==> config.mk <==
export PLATFORM = sky130hd
export DESIGN_NAME = draw_grid_arbiter
export DESIGN_NICKNAME = d
export VERILOG_FILES = /design/src/rtl/draw_grid_arbiter_pkg.sv /design/src/rtl/draw_grid_arbiter_grid_ram.sv /design/src/rtl/draw_grid_arbiter.sv
export SDC_FILE = /design/constraint.sdc
export NUM_CORES = 1
export LEC_CHECK = 0
export CORE_ASPECT_RATIO = 0.75
export CORE_UTILIZATION = 50
export DETAILED_ROUTE_END_ITERATION = 10
export PLACE_DENSITY = 0.73
export SLEW_MARGIN = 20
export SYNTH_ARGS = -nofsm -noshare
export SYNTH_HDL_FRONTEND = slang
export SYNTH_SLANG_ARGS = --single-unit
==> constraint.sdc <==
create_clock -name clk -period 5.55 [get_ports clk]
set_input_delay 1.665 -clock clk [delete_from_list [all_inputs] [get_ports clk]]
set_output_delay 1.665 -clock clk [all_outputs]
set_load 0.05 [all_outputs]
==> src/rtl/draw_grid_arbiter_pkg.sv <==
// Shared types and geometry for the battleship draw-grid arbiter.
package draw_grid_arbiter_pkg;

  localparam int GRID_W     = 10;
  localparam int GRID_H     = 10;
  localparam int GRID_CELLS = GRID_W * GRID_H;
  localparam int ADDR_W     = 7;

  typedef enum logic [1:0] {
    EMPTY = 2'd0,
    SHIP  = 2'd1,
    HIT   = 2'd2,
    MISS  = 2'd3
  } grid_status_t;

  typedef enum logic [1:0] {
    OP_WRITE = 2'd0,
    OP_SHOOT = 2'd1,
    OP_CLEAR = 2'd2,
    OP_RSVD  = 2'd3
  } grid_op_t;

  typedef enum logic [2:0] {
    IDLE,
    WR,
    RD,
    CHK,
    CLR,
    DONE
  } arb_state_t;

  // A shot turns a ship into a hit and open water into a miss; resolved cells stay put.
  function automatic grid_status_t shot_result(input grid_status_t old_status);
    grid_status_t res;
    res = old_status;
    if (old_status == SHIP) begin
      res = HIT;
    end else if (old_status == EMPTY) begin
      res = MISS;
    end
    return res;
  endfunction

endpackage

==> src/rtl/draw_grid_arbiter_grid_ram.sv <==
// Single-port grid storage: one read or one write per cycle, one-cycle read latency.
module grid_ram
  import draw_grid_arbiter_pkg::*;
#(
  parameter int DEPTH = GRID_CELLS
) (
  input  logic              clk,
  input  logic              en,
  input  logic              we,
  input  logic [ADDR_W-1:0] addr,
  input  logic [1:0]        wdata,
  output logic [1:0]        rdata
);

  logic [1:0] mem [DEPTH];

  // Synchronous access; contents are deliberately not reset.
  always_ff @(posedge clk) begin
    if (en) begin
      if (we) begin
        mem[addr] <= wdata;
      end else begin
        rdata <= mem[addr];
      end
    end
  end

endmodule

==> src/rtl/draw_grid_arbiter.sv <==
// Shares the grid storage port between the VGA display reader and game-logic requests.
module draw_grid_arbiter
  import draw_grid_arbiter_pkg::*;
#(
  parameter int GRID_W = draw_grid_arbiter_pkg::GRID_W,
  parameter int GRID_H = draw_grid_arbiter_pkg::GRID_H
) (
  input  logic              clk,
  input  logic              rst,
  input  logic              disp_en,
  input  logic [ADDR_W-1:0] disp_addr,
  output logic [1:0]        disp_status,
  input  logic              req_valid,
  output logic              req_ready,
  input  logic [1:0]        req_op,
  input  logic [ADDR_W-1:0] req_addr,
  input  logic [1:0]        req_data,
  output logic              resp_valid,
  output logic [1:0]        resp_status,
  output logic              resp_err,
  output logic              busy
);

  localparam int                CELLS     = GRID_W * GRID_H;
  localparam logic [ADDR_W:0]   CELLS_EXT = (ADDR_W + 1)'(CELLS);
  localparam logic [ADDR_W-1:0] LAST_ADDR = ADDR_W'(CELLS - 1);

  arb_state_t        state_q, state_d;
  logic [ADDR_W-1:0] addr_q, addr_d;
  logic [1:0]        data_q, data_d;
  logic [ADDR_W-1:0] cnt_q, cnt_d;
  logic [1:0]        resp_status_q, resp_status_d;
  logic              resp_err_q, resp_err_d;
  logic              disp_valid_q, disp_valid_d;

  logic              fsm_en, fsm_we;
  logic [ADDR_W-1:0] fsm_addr;
  logic [1:0]        fsm_wdata;
  logic              ram_en, ram_we;
  logic [ADDR_W-1:0] ram_addr;
  logic [1:0]        ram_wdata, ram_rdata;

  logic              disp_in_range, req_in_range;
  grid_status_t      old_status, new_status;

  assign disp_in_range = {1'b0, disp_addr} < CELLS_EXT;
  assign req_in_range  = {1'b0, req_addr} < CELLS_EXT;
  assign old_status    = grid_status_t'(ram_rdata);
  assign new_status    = shot_result(old_status);

  assign req_ready   = (state_q == IDLE) && rst;
  assign busy        = (state_q != IDLE);
  assign resp_valid  = (state_q == DONE);
  assign resp_status = resp_status_q;
  assign resp_err    = resp_err_q;
  assign disp_status = disp_valid_q ? ram_rdata : EMPTY;
  assign disp_valid_d = disp_en && disp_in_range;

  // State and datapath registers; the grid array itself is left untouched by reset.
  always_ff @(posedge clk or negedge rst) begin
    if (!rst) begin
      state_q       <= IDLE;
      addr_q        <= '0;
      data_q        <= EMPTY;
      cnt_q         <= '0;
      resp_status_q <= EMPTY;
      resp_err_q    <= 1'b0;
      disp_valid_q  <= 1'b0;
    end else begin
      state_q       <= state_d;
      addr_q        <= addr_d;
      data_q        <= data_d;
      cnt_q         <= cnt_d;
      resp_status_q <= resp_status_d;
      resp_err_q    <= resp_err_d;
      disp_valid_q  <= disp_valid_d;
    end
  end

  // Next-state and storage requests; the FSM only touches the port when the display is idle.
  always_comb begin
    state_d       = state_q;
    addr_d        = addr_q;
    data_d        = data_q;
    cnt_d         = cnt_q;
    resp_status_d = resp_status_q;
    resp_err_d    = resp_err_q;
    fsm_en        = 1'b0;
    fsm_we        = 1'b0;
    fsm_addr      = addr_q;
    fsm_wdata     = data_q;

    unique case (state_q)
      IDLE: begin
        if (req_valid && req_ready) begin
          addr_d     = req_addr;
          data_d     = req_data;
          resp_err_d = 1'b0;
          if (req_op == OP_RSVD || (req_op != OP_CLEAR && !req_in_range)) begin
            resp_err_d    = 1'b1;
            resp_status_d = EMPTY;
            state_d       = DONE;
          end else if (req_op == OP_WRITE) begin
            resp_status_d = req_data;
            state_d       = WR;
          end else if (req_op == OP_SHOOT) begin
            state_d = RD;
          end else begin
            resp_status_d = EMPTY;
            cnt_d         = '0;
            state_d       = CLR;
          end
        end
      end
      WR: begin
        if (!disp_en) begin
          fsm_en  = 1'b1;
          fsm_we  = 1'b1;
          state_d = DONE;
        end
      end
      RD: begin
        if (!disp_en) begin
          fsm_en  = 1'b1;
          state_d = CHK;
        end
      end
      CHK: begin
        resp_status_d = old_status;
        if (new_status != old_status) begin
          data_d  = new_status;
          state_d = WR;
        end else begin
          state_d = DONE;
        end
      end
      CLR: begin
        fsm_addr  = cnt_q;
        fsm_wdata = EMPTY;
        if (!disp_en) begin
          fsm_en = 1'b1;
          fsm_we = 1'b1;
          if (cnt_q == LAST_ADDR) begin
            state_d = DONE;
          end else begin
            cnt_d = cnt_q + ADDR_W'(1);
          end
        end
      end
      DONE: begin
        state_d = IDLE;
      end
      default: begin
        state_d = IDLE;
      end
    endcase
  end

  // Port mux: the display reader always wins the single storage port.
  always_comb begin
    ram_en    = fsm_en;
    ram_we    = fsm_we;
    ram_addr  = fsm_addr;
    ram_wdata = fsm_wdata;
    if (disp_en) begin
      ram_en    = disp_in_range;
      ram_we    = 1'b0;
      ram_addr  = disp_addr;
      ram_wdata = EMPTY;
    end
  end

  grid_ram #(
    .DEPTH(CELLS)
  ) u_grid_ram (
    .clk  (clk),
    .en   (ram_en),
    .we   (ram_we),
    .addr (ram_addr),
    .wdata(ram_wdata),
    .rdata(ram_rdata)
  );

endmodule

==> qor.txt, run 1 <==
Finished Cell Area = 11110 um2
post-synth top area share = 0.6155
Vias/cell = 6.174
setup TNS = 0 ps
outcome = complete, no violations
Main synth FF type = edfxtp_1
peak supply drop = 0.0002735 V
io pins = 30
Power Dens Cells = 438.8 nW/um2
Site Rows = 44
PortBufs = 29
post-synthesis area per instance = 12.56 um2
pre-CTS WS = 614.1 ps
r2r startpoint = state_q[2]
Post-CTS Setup Inserts = 0
vias in the first global route = 6318
metal2 WL = 10430 um
Die W = 164.1 um
nets = 842
H-tree depth = 1
first-pass GRT wire length = 37690 um
worst slew pin tran = 1020 ps
critical path type = input port to register
post-route setup slack = 1067 ps
final count of hold timing violations = 0
most used cell, CP = buf_4
Area Overhead vs Synth = 12.68%
Hold Crit Class = register to register
maxcap violations = 0
Final Cycle Share = 0.8078
Design Power = 4.873 mW
final wirelength = 24630 um
Max Buffers Root-to-Sink = 3
clock slew seen by the registers of the worst setup and hold paths = 60 ps
Post-synth EDFFs = 202
RePlAce Congestion = 0.8886
slowest cell delay on critical path = 780 ps
Total GRT Usage = 0.2536
DRC = 0
Data arrival, critical path = 4740 ps
Worst EP required = 5810 ps
Slew HR = 0.3110
Worst setup EP type = register
Die Span Y = 123.6 um
critical-path cell with the highest stage delay = nor2b_1
pin count of the biggest net entering global routing = 101
metal3 WL = 2854 um
Post-Synthesis Cells = 785
worst-path cell chain = clkdlybuf4s50_1, buf_4, clkinv_1, mux2i_1, buf_4, nor2b_1, nand2_1, o211a_1, nand4_1, o311ai_1, a221o_1
TritonCTS Buffers = 22
wl on met1 = 10890 um
Yosys top cell by area = edfxtp_1
Final Max Slew Viols = 0
clk sinks = 225
diode count = 0
area of the mapped netlist = 9856 um2
TritonCTS clock tree = yes
main area contributors after synthesis = edfxtp_1 62%, dfrtp_1 5.8%, nor2_1 4.7%
routed len/inst = 22.72 um
Synthesis Warnings = 0
clock root cell = clkbuf_16
# hold bufs at CTS = 0
Hold Crit Start = addr_q[0]
Final setup viols = 0
placed instance area = 10480 um2
Lkg Pwr = 3.760 nW
Period minus WS final = 4483 ps
Initial Utilization = 0.5100
share of cells above drive strength 1 = 0.1047
via count = 6693
Critical Path Start Type = input port
Fin Hold WS = 478.7 ps
gr ovfl total = 0
Final Skew = 17.99 ps
post-detail-place hpwl = 15810 um
synthesized flop and latch total = 225
initial antenna violation count = 0
Die Area = 20280 um2
critical path's top delay family = buffers and inverters
async set-reset flop share out of synthesis = 0.1022
Clk Latency, worst-skew pair = 520 ps
Seq/Total Area, Yosys = 0.6739
RSZ-0062 raised after global routing = no
PostCTS Resize Cnt = 0
core area = 19320 um2
worst path bufs/invs = 4
Peak Freq = 223.0 MHz
Synth cell types = 58
Antenna Violating Nets Remaining = 0
Starting DRT DRC Count = 883
CP startpoint = disp_en
DR top layer = met4
First-pass DRT Iterations = 5
critical-path maximum fanout = 16
syn_nets = 809
## placed cells by master (no fill, tap or decap), drive strengths merged, types with 4 or more instances in the layout
cell type | netlist | routed
a21oi | 35 | 35
a221o | 8 | 8
a221oi | 9 | 9
a22oi | 12 | 12
a31oi | 10 | 10
a32oi | 6 | 6
and2 | 13 | 13
and3 | 11 | 11
buf | 17 | 28
clkbuf | 30 | 25
clkdlybuf4s50 | 0 | 28
clkinv | 1 | 13
dfrtp | 23 | 23
edfxtp | 202 | 202
inv | 6 | 6
mux2 | 11 | 11
mux2i | 17 | 17
mux4 | 12 | 12
nand2 | 119 | 119
nand2b | 6 | 6
nand3 | 17 | 17
nand3b | 4 | 4
nand4 | 7 | 7
nor2 | 126 | 126
nor3 | 11 | 11
o211ai | 4 | 4
o21ai | 24 | 24
o221ai | 4 | 4
o311ai | 4 | 4
## Yosys cell counts (12+ instances only)
library cell and count:
nand2_1 119, nor2_1 124, edfxtp_1 202, and2_1 12
mux2i_1 17, a22oi_1 12, a21oi_1 35, mux4_2 12
dfrtp_1 23, buf_2 12, o21ai_0 22, nand3_1 17
clkbuf_1 30
## sequential cells by signal, indices dropped and copies added (netlist names)
| signal | count |
|---|---|
| resp_status | 2 |
| state_q | 3 |
| addr_q | 7 |
| cnt_q | 7 |
| data_q | 2 |
| u_grid_ram.mem | 200 |
| disp_valid_q | 1 |
| resp_err | 1 |
| u_grid_ram.rdata | 2 |
## final timing paths
path	endpoint	slack [ps]	depth (start not counted)
max	u_grid_ram.rdata[0]	1070	11
min	addr_q[0]	480	2
max reg2reg	u_grid_ram.rdata[0]	1680	10
min reg2reg	addr_q[0]	480	2
max in group asynchronous	resp_status[1]	3660	2
min in group asynchronous	addr_q[0]	1630	2
## per-stage QoR
step                instances  utilization
floorplan                 785            -
global placement         1047       0.5422
detailed placement       1047       0.5422
CTS                      1084       0.5747
global route             1084       0.5747
finish                   1084       0.5747
## layout make-up
cell class / instances / area [um2]
sequential: 225 / 6641
inverter: 7 / 26.28
timing repair buffer: 56 / 515.5
clock buffer: 25 / 561.8
clock inverter: 12 / 67.56
multi-input combinational: 506 / 2977
tap: 253 / 316.6
fill: 1581 / 8218
## worst register-to-register path, stage by stage, from the launching register on
cell and delay [ps]:
dfrtp_1 590, or3b_4 530, a221o_1 420, nand2_1 380
buf_4 400, nor2_1 210, a221oi_1 380, o221ai_1 160
nand4_1 170, o311ai_1 120, a221o_1 270
## layer usage
metal | GRT usage | up-vias
li1 | - | 2989
met1 | 0.3907 | 3248
met2 | 0.3610 | 410
met3 | 0.05894 | 46
met4 | 0.06539 | 0
met5 | 0 | -
## cell families after synthesis
group           synth area share
simple gates              0.1459
xor+xnor                0.003555
flops                     0.6739
buf+inv                  0.02552
fa+ha+maj               0.002539
mux                      0.05802
compound gates           0.09065
## report_power, final
part / total, mW / internal, mW / leakage, nW / switching (mW)
Combinational: 1.41 / 0.474 / 1.29 / 0.936
Sequential: 2.13 / 2.04 / 2.15 / 0.0856
Clock: 1.34 / 0.725 / 0.311 / 0.612
(Power assumes the default switching activity.)
==> run 2, diff against run 1 <==
- PLACE_DENSITY: 0.73 -> 0.7
- clock period: 5.55 -> 4.4 ns (I/O delays scaled with it)
==> run 2 against run 1 <==
- worst setup slack lost 520 ps
- flip-flop and latch count is the same
- via count grew 1.2%
- total power grew 32%
- utilization grew 1.7 points
- highest routed layer unchanged
- critical path depth shrank 2
- final cell count grew 1.8%
- first-iteration DRC count shrank 2.2%
- hold slack lost 5.0 ps
==> qor.txt, run 2 (synthesis results as in run 1) <==
Slew HR = 0.4326 (+0.1216)
PortBufs = 29 (unchanged)
clock root cell = clkbuf_16
io pins = 30 (unchanged)
Top Registers = u_grid_ram.mem (200), addr_q (7), cnt_q (7)
critical path type = input port to register
final count of hold timing violations = 0 (unchanged)
flop-to-flop setup slack = 750 ps (-930 ps)
final wirelength = 25100 um (+1.9%)
core area = 19320 um2 (unchanged)
# hold bufs at CTS = 0 (unchanged)
clk sinks = 225 (unchanged)
Critical Path Start Type = input port
Lkg Pwr = 3.922 nW (+4.3%)
gr ovfl total = 0 (unchanged)
Power Dens Cells = 563.6 nW/um2 (+28%)
Switching Share = 0.3283 (-0.006894)
TritonCTS clock tree = yes
routed len/inst = 22.74 um (about the same)
Peak Freq = 259.7 MHz
Clock power frac = 0.287 (+0.013)
via count = 6776 (+1.2%)
Post-CTS Setup Inserts = 0 (unchanged)
Hold Crit Class = register to register
most frequent cells in the layout = 202 x edfxtp_1, 124 x nor2_1, 119 x nand2_1
Final Cycle Share = 0.8753
Power Internal = 4.327 mW (+34%)
H-tree depth = 1 (unchanged)
combinational share of power = 0.297 (+0.008)
Max Buffers Root-to-Sink = 3 (unchanged)
most common cell after layout, fill and taps aside = edfxtp_1
Worst EP required = 4660 ps (-1150 ps)
nets = 863 (+2.5%)
RSZ-0062 raised after global routing = no
post-detail-place hpwl = 16340 um (+3.3%)
multi-input logic area = 2977 um2 (unchanged)
placed instance area = 10730 um2 (+2.5%)
# fillers = 1537 (-2.8%)
share of cells above drive strength 1 = 0.1316 (+0.02692)
Antenna Violating Nets Remaining = 0 (unchanged)
reported net switching power = 2.115 mW (+29%)
Area Overhead vs Synth = 15.98%
peak supply drop = 0.0003424 V (+25%)
Total GRT Usage = 0.2602 (+0.006643)
Period minus WS final = 3851 ps
critical-path maximum fanout = 10 (-6)
largest register by flop count = u_grid_ram.mem
setup TNS = 0 ps (unchanged)
DRC = 0 (unchanged)
Die Span Y = 123.6 um (unchanged)
Worst setup EP type = register
Final Skew = 17.22 ps (-0.7757 ps)
initial antenna violation count = 0 (unchanged)
first-pass GRT wire length = 39100 um (+3.7%)
Final setup viols = 0 (unchanged)
post-route insts no fill = 1104 (+1.8%)
PostCTS Resize Cnt = 0 (unchanged)
Clk Latency, worst-skew pair = 520 ps (about the same)
outcome = complete, no violations
worst slew pin tran = 840.4 ps (-180.1 ps)
Site Rows = 44 (unchanged)
Register Area = 6641 um2 (unchanged)
Final Max Slew Viols = 0 (unchanged)
pre-CTS WS = 70.65 ps (-543.5 ps)
TritonCTS Buffers = 22 (unchanged)
Die W = 164.1 um (unchanged)
Starting DRT DRC Count = 864 (-2.2%)
First-pass DRT Iterations = 5 (unchanged)
max reg flops = 200 (unchanged)
Vias/cell = 6.138 (-0.59%)
vias in the first global route = 6783 (+7.4%)
pin count of the biggest net entering global routing = 101 (unchanged)
maxcap violations = 0 (unchanged)
RePlAce Congestion = 0.8897 (+0.12%)
Initial Utilization = 0.5100 (unchanged)
diode count = 0 (unchanged)
clock slew seen by the registers of the worst setup and hold paths = 60 ps (about the same)
post-route setup slack = 548.7 ps (-517.9 ps)
Finished Cell Area = 11430 um2 (+2.9%)
Data arrival, critical path = 4110 ps (-630 ps)
Seq pwr share = 0.416 (-0.020)
Die Area = 20280 um2 (unchanged)
# placed instances = 1068 (+2.0%)
==> run 2: cell types whose count changed in the layout (fill, tap and decap cells not counted) <==
cell        before  now
clkbuf_8         0    2
bufinv_16        0    2
buf_4           26   39
buf_12           2   10
clkinv_4         1    0
clkinv_1         7    2
clkinvlp_4       0    1
==> run 2: power by group through the flow <==
| stage | combinational, mW | sequential, mW | clock, mW |
|---|---|---|---|
| 3_5_place_dp | 1.88 | 2.72 | 0 |
| 3_3_place_gp | 1.85 | 2.72 | 0 |
| 5_1_grt | 2.04 | 2.70 | 1.95 |
| 6_report | 1.91 | 2.68 | 1.85 |
| 4_1_cts | 1.89 | 2.68 | 1.86 |
| 2_1_floorplan | 1.17 | 2.72 | 0 |
==> run 2: worst paths after layout <==
check,start,endpoint,cells after the start
min in group asynchronous,rst,addr_q[1],2
hold reg to reg,resp_status[0],resp_status[0],2
max in group asynchronous,rst,cnt_q[0],2
hold / removal,resp_status[0],resp_status[0],2
setup reg to reg,state_q[2],u_grid_ram.rdata[0],9
setup / recovery,disp_en,u_grid_ram.rdata[0],9
==> run 2: metal layers <==
layer  vias up  part of all wire  global-route usage
met5         -                 0                   0
met4         0             0.031             0.08970
met3        57             0.093             0.04496
met2       381              0.44              0.3890
met1      3311              0.44              0.3865
li1       3027                 -                   -
==> run 2: per-stage QoR <==
step / hold WS (ps) / power [mW] / util
after CTS: 483.0 / 6.424 / 0.5916
after floorplan: 445.4 / 3.889 / -
after global routing: 521.1 / 6.689 / 0.5916
after global placement: 463.1 / 4.564 / 0.5555
after detailed placement: 469.6 / 4.598 / 0.5555
final: 473.8 / 6.442 / 0.5916
==> run 2: layout make-up <==
class	instances	share of cell area
clock buffer	27	0.05155
clock inverter	9	0.009413
inverter	7	0.002299
multi-input combinational	506	0.2604
sequential	225	0.5810
tap	253	0.02769
timing repair buffer	77	0.06764
==> run 2: worst max-delay path, cell delays in order <==
cell and delay (ps):
clkdlybuf4s50_1 650, a221o_1 220, and2_4 310, mux2_4 330
a221oi_1 390, o221ai_1 270, nand4_1 210, o311ai_1 130
a221o_1 280
==> run 3, diff against run 2 <==
- CTS_BUF_LIST: unset -> sky130_fd_sc_hd__clkbuf_8 sky130_fd_sc_hd__clkbuf_16
==> run 3 against run 2 <==
- non-clock buffer count is the same
- wire length up 0.12%
- register-to-register slack is essentially flat
- die area stayed put
- sequential share of layout area is the same
- maximum frequency is essentially flat
- clock power hardly changed
- clock-buffer cell count fell by 3
- hold slack about the same
- worst setup slack got worse by 1.2 ps
- critical path type unchanged
- critical endpoint unchanged
- largest cell class unchanged
==> qor.txt, run 3 (synthesis results as in run 1) <==
Power Dens Cells = 563.1 nW/um2 (about the same)
Total GRT Usage = 0.2602 (unchanged)
most frequent cells in the layout = 202 x edfxtp_1, 124 x nor2_1, 119 x nand2_1
largest register by flop count = u_grid_ram.mem
Power Internal = 4.321 mW (-0.16%)
maxcap violations = 0 (unchanged)
Top Registers = u_grid_ram.mem (200), addr_q (7), cnt_q (7)
share of cells above drive strength 1 = 0.1316 (unchanged)
gr ovfl total = 0 (unchanged)
Clk Latency, worst-skew pair = 520 ps (about the same)
vias in the first global route = 6783 (unchanged)
Hold Crit Class = register to register
critical-path maximum fanout = 10 (unchanged)
Site Rows = 44 (unchanged)
setup TNS = 0 ps (unchanged)
io pins = 30 (unchanged)
Data arrival, critical path = 4120 ps (about the same)
Final setup viols = 0 (unchanged)
Peak Freq = 259.6 MHz (about the same)
worst slew pin tran = 840.4 ps (-0.04542 ps)
Final Cycle Share = 0.8756 (about the same)
Worst EP required = 4660 ps (about the same)
Die Span Y = 123.6 um (unchanged)
H-tree depth = 1 (unchanged)
clk sinks = 225 (unchanged)
pin count of the biggest net entering global routing = 101 (unchanged)
Switching Share = 0.3288 (+0.0004986)
Die W = 164.1 um (unchanged)
Critical Path Start Type = input port
PortBufs = 29 (unchanged)
post-detail-place hpwl = 16340 um (unchanged)
TritonCTS clock tree = yes
RePlAce Congestion = 0.8897 (unchanged)
outcome = complete, no violations
RSZ-0062 raised after global routing = no
final cell utilization of the core = 0.5916 (unchanged)
Final Skew = 16.90 ps (-0.3135 ps)
peak supply drop = 0.0003426 V (about the same)
Die Area = 20280 um2 (unchanged)
Fin Hold WS = 473.8 ps (-0.002000 ps)
Antenna Violating Nets Remaining = 0 (unchanged)
reported net switching power = 2.116 mW (about the same)
Vias/cell = 6.148 (+0.16%)
Starting DRT DRC Count = 858 (-0.69%)
DRC = 0 (unchanged)
multi-input logic area = 2977 um2 (unchanged)
max reg flops = 200 (unchanged)
Clock power frac = 0.286 (about the same)
final count of hold timing violations = 0 (unchanged)
initial antenna violation count = 0 (unchanged)
core area = 19320 um2 (unchanged)
critical path type = input port to register
Post-CTS Setup Inserts = 0 (unchanged)
Slew HR = 0.4326 (about the same)
Worst setup EP type = register
# hold bufs at CTS = 0 (unchanged)
Register Area = 6641 um2 (unchanged)
PostCTS Resize Cnt = 0 (unchanged)
Seq pwr share = 0.416 (about the same)
most common cell after layout, fill and taps aside = edfxtp_1
final wirelength = 25130 um (+0.12%)
Initial Utilization = 0.5100 (unchanged)
routed len/inst = 22.76 um (+0.12%)
Lkg Pwr = 3.934 nW (+0.32%)
nets = 863 (unchanged)
Area Overhead vs Synth = 15.98% (unchanged)
post-route setup slack = 547.5 ps (-1.204 ps)
First-pass DRT Iterations = 5 (unchanged)
diode count = 0 (unchanged)
via count = 6787 (+0.16%)
Max Buffers Root-to-Sink = 3 (unchanged)
Period minus WS final = 3853 ps (+1.204 ps)
clock slew seen by the registers of the worst setup and hold paths = 60 ps (about the same)
combinational share of power = 0.298 (about the same)
Final Max Slew Viols = 0 (unchanged)
pre-CTS WS = 70.65 ps (unchanged)
TritonCTS Buffers = 22 (unchanged)
first-pass GRT wire length = 39100 um (unchanged)
clock root cell = clkbuf_16
# fillers = 1537 (unchanged)
## run 3: cell types whose count changed in the layout (fill, tap and decap cells not counted)
cell / before / now
inv_1: 6 / 9
clkbuf_1: 3 / 0
## run 3: through the flow
| stage | std cells | area (um2) | power, mW |
|---|---|---|---|
| final | 1104 | 11430 | 6.437 |
| after global routing | 1104 | 11430 | 6.682 |
| after CTS | 1104 | 11430 | 6.417 |
| after detailed placement | 1068 | 10730 | 4.598 |
| after global placement | 1068 | 10730 | 4.564 |
| after floorplan | 785 | 9867 | 3.889 |
## run 3: power by group through the flow
stage | clock network, mW | registers (mW) | logic [mW]
2_1_floorplan | 0 | 2.72 | 1.17
3_3_place_gp | 0 | 2.72 | 1.85
3_5_place_dp | 0 | 2.72 | 1.88
4_1_cts | 1.85 | 2.68 | 1.89
5_1_grt | 1.95 | 2.70 | 2.04
6_report | 1.84 | 2.68 | 1.92
## run 3: worst max-delay path, cell delays in order
cell and delay, ps:
clkdlybuf4s50_1 650, a221o_1 220, and2_4 310, mux2_4 330, a221oi_1 390, o221ai_1 280
nand4_1 210, o311ai_1 130, a221o_1 280
## run 3: worst paths after layout
kind	from	endpoint	slack, ps	cells after the start
setup / recovery	disp_en	u_grid_ram.rdata[0]	550	9
hold / removal	resp_status[0]	resp_status[0]	470	2
setup reg to reg	state_q[2]	u_grid_ram.rdata[0]	740	9
hold reg to reg	resp_status[0]	resp_status[0]	470	2
max in group asynchronous	rst	cnt_q[0]	2880	2
min in group asynchronous	rst	addr_q[1]	1240	2
## run 3: layout make-up
type,instances,area share
multi-input cells,506,0.2604
clock inverters,12,0.01040
well taps,253,0.02769
repair buffers,77,0.06764
clock buffers,24,0.05057
flip-flops and latches,225,0.5810
inverters,7,0.002299
## run 3: routing by layer
metal  vias to the layer above  routed length (um)  global-route usage  share of wire
met3                        57                2407             0.04496          0.096
met1                      3312               11010              0.3865           0.44
met4                         0                 818             0.08970          0.033
li1                       3030                   -                   -              -
met5                         -                   0                   0              0
met2                       388               10900              0.3890           0.43
